===== src/rtl/register_file_pkg.sv =====
// Shared types and constants for the architectural register file.
// Holds the register index, ROB id and data word types, their zero values,
// the boolean constants used by the read/update logic, and a small helper
// that tells whether a register index names a writable register (not x0).
package register_file_pkg;

  localparam int unsigned REG_NUM       = 32;
  localparam int unsigned REG_POS_WIDTH = 5;
  localparam int unsigned ROB_ID_WIDTH  = 5;
  localparam int unsigned DATA_WIDTH    = 32;

  typedef logic [REG_POS_WIDTH-1:0] reg_pos_t;
  typedef logic [ROB_ID_WIDTH-1:0]  rob_id_t;
  typedef logic [DATA_WIDTH-1:0]    data_t;

  localparam reg_pos_t ZERO_REG  = '0;
  localparam rob_id_t  ZERO_ROB  = '0;  // "no producer": value is ready
  localparam data_t    ZERO_WORD = '0;

  localparam logic TRUE  = 1'b1;
  localparam logic FALSE = 1'b0;

  // x0 is hardwired to zero and never carries a tag.
  function automatic logic is_arch_reg(input reg_pos_t pos);
    return (pos != ZERO_REG) ? TRUE : FALSE;
  endfunction

endpackage


===== src/rtl/register_file.sv =====
// Architectural register file with rename tags.
// Each of the 32 registers holds a 32-bit value and a 5-bit ROB tag naming
// the in-flight instruction that will produce it (0 = value is ready).
//
// Ports:
//   clk, rst                       clock, asynchronous active-high reset
//   rdy                            global ready; all state holds while low
//   rs1/rs2_from_dispatcher        source indices for the two read ports
//   V1/Q1, V2/Q2_to_dispatcher     combinational value and producer tag
//   rename_signal/rd/rob_id_*      tag rd with a newly allocated ROB id
//   commit_signal/rd/Q/V_from_rob  write back a committed result
//   misbranch_flag_from_rob        clear every outstanding tag
module register_file
  import register_file_pkg::*;
(
  input  logic                     clk,
  input  logic                     rst,
  input  logic                     rdy,

  input  logic [REG_POS_WIDTH-1:0] rs1_from_dispatcher,
  input  logic [REG_POS_WIDTH-1:0] rs2_from_dispatcher,
  output logic [DATA_WIDTH-1:0]    V1_to_dispatcher,
  output logic [ROB_ID_WIDTH-1:0]  Q1_to_dispatcher,
  output logic [DATA_WIDTH-1:0]    V2_to_dispatcher,
  output logic [ROB_ID_WIDTH-1:0]  Q2_to_dispatcher,

  input  logic                     rename_signal_from_dispatcher,
  input  logic [REG_POS_WIDTH-1:0] rd_from_dispatcher,
  input  logic [ROB_ID_WIDTH-1:0]  rob_id_from_dispatcher,

  input  logic                     commit_signal_from_rob,
  input  logic [REG_POS_WIDTH-1:0] rd_from_rob,
  input  logic [ROB_ID_WIDTH-1:0]  Q_from_rob,
  input  logic [DATA_WIDTH-1:0]    V_from_rob,

  input  logic                     misbranch_flag_from_rob
);

  data_t   value_q [REG_NUM];
  data_t   value_d [REG_NUM];
  rob_id_t tag_q   [REG_NUM];
  rob_id_t tag_d   [REG_NUM];

  logic commit_ok;
  logic rename_ok;

  assign commit_ok = commit_signal_from_rob && is_arch_reg(rd_from_rob);
  assign rename_ok = rename_signal_from_dispatcher && is_arch_reg(rd_from_dispatcher)
                     && !misbranch_flag_from_rob;

  // Next-state. Order matters: commit tag-clear first, then the flush, then
  // rename so a same-cycle rename overrides the commit's tag clear.
  always_comb begin
    for (int unsigned i = 0; i < REG_NUM; i++) begin
      value_d[i] = value_q[i];
      tag_d[i]   = tag_q[i];
    end

    if (commit_ok) begin
      // The value is written unconditionally; the tag is only released if no
      // younger instruction has renamed the register since.
      value_d[rd_from_rob] = V_from_rob;
      if (tag_q[rd_from_rob] == Q_from_rob) begin
        tag_d[rd_from_rob] = ZERO_ROB;
      end
    end

    if (misbranch_flag_from_rob) begin
      for (int unsigned i = 0; i < REG_NUM; i++) begin
        tag_d[i] = ZERO_ROB;
      end
    end

    if (rename_ok) begin
      tag_d[rd_from_dispatcher] = rob_id_from_dispatcher;
    end

    value_d[0] = ZERO_WORD;
    tag_d[0]   = ZERO_ROB;
  end

  always_ff @(posedge clk or posedge rst) begin
    if (rst) begin
      for (int unsigned i = 0; i < REG_NUM; i++) begin
        value_q[i] <= ZERO_WORD;
        tag_q[i]   <= ZERO_ROB;
      end
    end else if (rdy) begin
      for (int unsigned i = 0; i < REG_NUM; i++) begin
        value_q[i] <= value_d[i];
        tag_q[i]   <= tag_d[i];
      end
    end
  end

  // Read port 1. A commit retiring the current producer is forwarded so the
  // dispatcher sees the result in the same cycle it is written.
  always_comb begin
    V1_to_dispatcher = ZERO_WORD;
    Q1_to_dispatcher = ZERO_ROB;
    if (is_arch_reg(rs1_from_dispatcher)) begin
      if (commit_signal_from_rob && (rd_from_rob == rs1_from_dispatcher)
          && (tag_q[rs1_from_dispatcher] == Q_from_rob)) begin
        V1_to_dispatcher = V_from_rob;
      end else begin
        V1_to_dispatcher = value_q[rs1_from_dispatcher];
        Q1_to_dispatcher = tag_q[rs1_from_dispatcher];
      end
    end
  end

  // Read port 2, identical to port 1.
  always_comb begin
    V2_to_dispatcher = ZERO_WORD;
    Q2_to_dispatcher = ZERO_ROB;
    if (is_arch_reg(rs2_from_dispatcher)) begin
      if (commit_signal_from_rob && (rd_from_rob == rs2_from_dispatcher)
          && (tag_q[rs2_from_dispatcher] == Q_from_rob)) begin
        V2_to_dispatcher = V_from_rob;
      end else begin
        V2_to_dispatcher = value_q[rs2_from_dispatcher];
        Q2_to_dispatcher = tag_q[rs2_from_dispatcher];
      end
    end
  end

endmodule


===== config.mk =====
export PLATFORM = sky130hd
export DESIGN_NAME = register_file
export DESIGN_NICKNAME = d
export VERILOG_FILES = /design/src/rtl/register_file_pkg.sv /design/src/rtl/register_file.sv
export SDC_FILE = /design/constraint.sdc
export NUM_CORES = 2
export LEC_CHECK = 0
export ABC_CLOCK_PERIOD_IN_PS = 36400
export CORE_MARGIN = 1.5
export CORE_UTILIZATION = 35
export DETAILED_ROUTE_END_ITERATION = 6
export SLEW_MARGIN = 30
export SYNTH_ARGS = -nofsm -noshare
export SYNTH_HDL_FRONTEND = slang
export SYNTH_SLANG_ARGS = --single-unit

===== constraint.sdc =====
create_clock -name clk -period 36.4 [get_ports clk]
set_input_delay 5.46 -clock clk [delete_from_list [all_inputs] [get_ports clk]]
set_output_delay 5.46 -clock clk [all_outputs]
set_load 0.005 [all_outputs]

==> results_dict.tcl <==
set metrics [dict create \
    synth_mux_area_share_pct 42.4 \
    wire_per_inst_um 30.1 \
    synth_cell_type_count 72 \
    die_height_um 434 \
    die-area_um2 188000 \
    synthXorXnorAreaFrac_pct 0.270 \
    grt_max_degree 152 \
    drc 0 \
    relSlewSlack_pct 26.0 \
    cts_resized 0 \
    rows 157 \
    layout.nets 4711 \
    status "finished, final reports clean" \
    synth_seq_cells 1147 \
    worstPathRequired_ps 30940 \
    grt_pass1_wl_mm 317 \
    drtIter0Drc 4796 \
    setup_viol 0 \
    num_vias 44000 \
    clk-insertion-delay-late_ps 770 \
    syn_nets 4794 \
    clock.fmax_ghz 0.0622 \
    path_class "input pin to output port" \
    synth_top_family_by_area "multiplexers" \
    synthAdderAreaFrac_pct 0 \
    cp.arrival_ps 10620 \
    fin_crit_sh_pct 44.2 \
    synth_compound_area_share_pct 4.78 \
    peakVddDrop_uv 48.3 \
    cts_made_buffers 131 \
    grt_antenna_before_repair 2 \
    clk_pin_slew_worst_paths_ps 60 \
    pin_count 142 \
    final.setup.tns_ps 0 \
    drive_gt1_share_pct 41.8 \
    synth_enable_flop_cells 0 \
    synth_flop_cell "dfrtp_1" \
    cts_setup_buffers 0 \
    cts_tree "yes" \
    p_leak_nw 31.4 \
    port-buffer-count 141 \
    die_w_um 434 \
    htree_levels 4 \
    synthArstFlopShare_pct 100 \
    syn_avg_cell_area_um2 13.7 \
    first_pass_iters 5 \
    maxSlewViolCount 0 \
    final_common_cell "dfrtp_1" \
    seq_area_frac_synth_pct 44.2 \
    max-clock-path-buffers 3 \
    grt_overflow 0 \
    max-cap-violations 0 \
    cts.sinks 1147 \
    synthSimpleGateAreaFrac_pct 5.11 \
    start_kind "input pin" \
    synth_cells 4726 \
    dp.cells 6972 \
    hold_class "register to register" \
    drt-vias-per-instance 6.11 \
    grt_usage_pct 23.0 \
    antenna_left 0 \
    nFillCells 16900 \
    yosysWarnings 0 \
    min_period_ps 16080 \
    start_util_pct 35.3 \
    hpwl_mm 126 \
    routabilityCongestion 0.933 \
    rsz0062_at_grt "false" \
    post_layout_nonfiller_instances 7208 \
    final_cell_mix "dfrtp_1 (1147), mux2_2 (922), mux4_2 (646), nand2_1 (563), mux2i_1 (261)" \
    path_max_fanout 35 \
    root_buffer "clkbuf_16" \
    syn_area_um2 64900 \
    setup.worst_path.end_class "output port" \
    clock-skew-final_ps 25.5 \
    grt_pass1_vias 43800 \
    wirelength_mm 217 \
    cts_hold_repair.buffers 0 \
    syn_to_final_growth_pct 12.5 \
    power_density_nw_per_um2 48.8 \
    tightestPinTransition_ps 1110 \
    core-area_um2 184000 \
    hold_viol_final 0 \
]
[synthesized netlist by cell type (7+ instances only)]
| cell type | number | share of area, % |
|---|---|---|
| a41o_1 | 12 | 0.19 |
| a22oi_1 | 11 | 0.13 |
| buf_1 | 54 | 0.31 |
| a31o_2 | 7 | 0.094 |
| a2bb2o_1 | 13 | 0.20 |
| o22ai_1 | 11 | 0.11 |
| xnor2_1 | 7 | 0.094 |
| clkbuf_1 | 303 | 1.8 |
| buf_6 | 15 | 0.26 |
| a2111oi_0 | 7 | 0.094 |
| dfrtp_1 | 1147 | 44 |
| a21oi_1 | 86 | 0.66 |
| nand3_1 | 30 | 0.23 |
| nor2b_1 | 21 | 0.20 |
| o2bb2ai_1 | 58 | 0.78 |
| mux4_2 | 646 | 22 |
| and3_1 | 8 | 0.077 |
| a31oi_1 | 12 | 0.12 |
| buf_4 | 10 | 0.12 |
| xor2_1 | 13 | 0.18 |
| nor3_1 | 13 | 0.10 |
| mux2i_1 | 261 | 4.0 |
| a221oi_1 | 12 | 0.16 |
| mux2_2 | 922 | 16 |
| nand2_1 | 570 | 3.3 |
| nand2b_1 | 9 | 0.087 |
| inv_1 | 13 | 0.075 |
| nor2_1 | 104 | 0.60 |
| a22o_1 | 19 | 0.26 |
| buf_2 | 82 | 0.63 |
| and2_1 | 15 | 0.14 |
| a32o_1 | 10 | 0.15 |
| nor4_1 | 7 | 0.067 |
| o21ai_0 | 141 | 1.1 |
[cell type report]
class                   count  area [µm²]  area share (%)
multi-input cells        3098       34400            47.1
repair buffers            249        2330            3.19
clock inverters            40         510           0.699
clock buffers             192        3890            5.33
well taps                2464        3080            4.22
diodes                      2        5.00         0.00685
inverters                  16        73.8           0.101
flip-flops and latches   1147       28700            39.3
[power by group]
part           internal, mW  switching [mW]
logic                 0.355           0.283
clock network         0.807           0.556
registers              1.43           0.128
[critical path, stage by stage]
cell	delay, ps
buf_6	460
buf_4	710
buf_4	860
mux4_2	600
mux2i_1	160
o21ai_0	100
nand2_1	120
nand2_1	80
xor2_1	180
nor4_2	60
buf_4	260
buf_12	240
a211oi_1	620
clkdlybuf4s50_1	640
[flip-flops by register name, summed over array words and instances, names as in the netlist]
signal,cells
tag_q,155
value_q,992
[metal layers]
layer | vias to the layer above | wire (µm) | GRT usage [%]
li1 | 17900 | - | -
met1 | 23700 | 91200 | 32.0
met2 | 2045 | 98700 | 35.1
met3 | 403 | 18500 | 5.19
met4 | 2 | 8500 | 8.84
met5 | - | 9 | 0
[cells by family (layout without fill, tap and decap cells)]
family / after synthesis / in the layout
XOR/XNOR: 20 / 20
AND/OR/NAND/NOR: 803 / 803
buffers and inverters: 481 / 497
other: 0 / 2
AO/OA/AOI/OAI: 446 / 446
multiplexers: 1829 / 1829
flip-flops: 1147 / 1147
[through the flow]
step	hold WS, ps	worst slack [ps]	utilization (%)	power [mW]	cell area (µm²)
after CTS	495	20220	39.7	3.58	72900
after detailed placement	480	20220	37.3	2.22	68500
after global placement	473	19960	37.3	2.20	68500
after floorplan	457	15110	-	2.01	64900
final	489	20320	39.8	3.56	73000
after global routing	518	20020	39.8	3.70	73000
[final timing paths]
kind                            slack, ps             endpoint  cells past startpoint                    from
max in group asynchronous           28570         value_q[246]                      5                     rst
worst min-delay path                  490         value_q[426]                      2            value_q[426]
worst min register to register        490         value_q[426]                      2            value_q[426]
worst max-delay path                20320  Q2_to_dispatcher[1]                     14  rs2_from_dispatcher[2]
min in group asynchronous            5090         value_q[451]                      2                     rst
worst max register to register      32790           tag_q[104]                      9              tag_q[108]
Note: power is estimated with default switching activity, not from simulation.
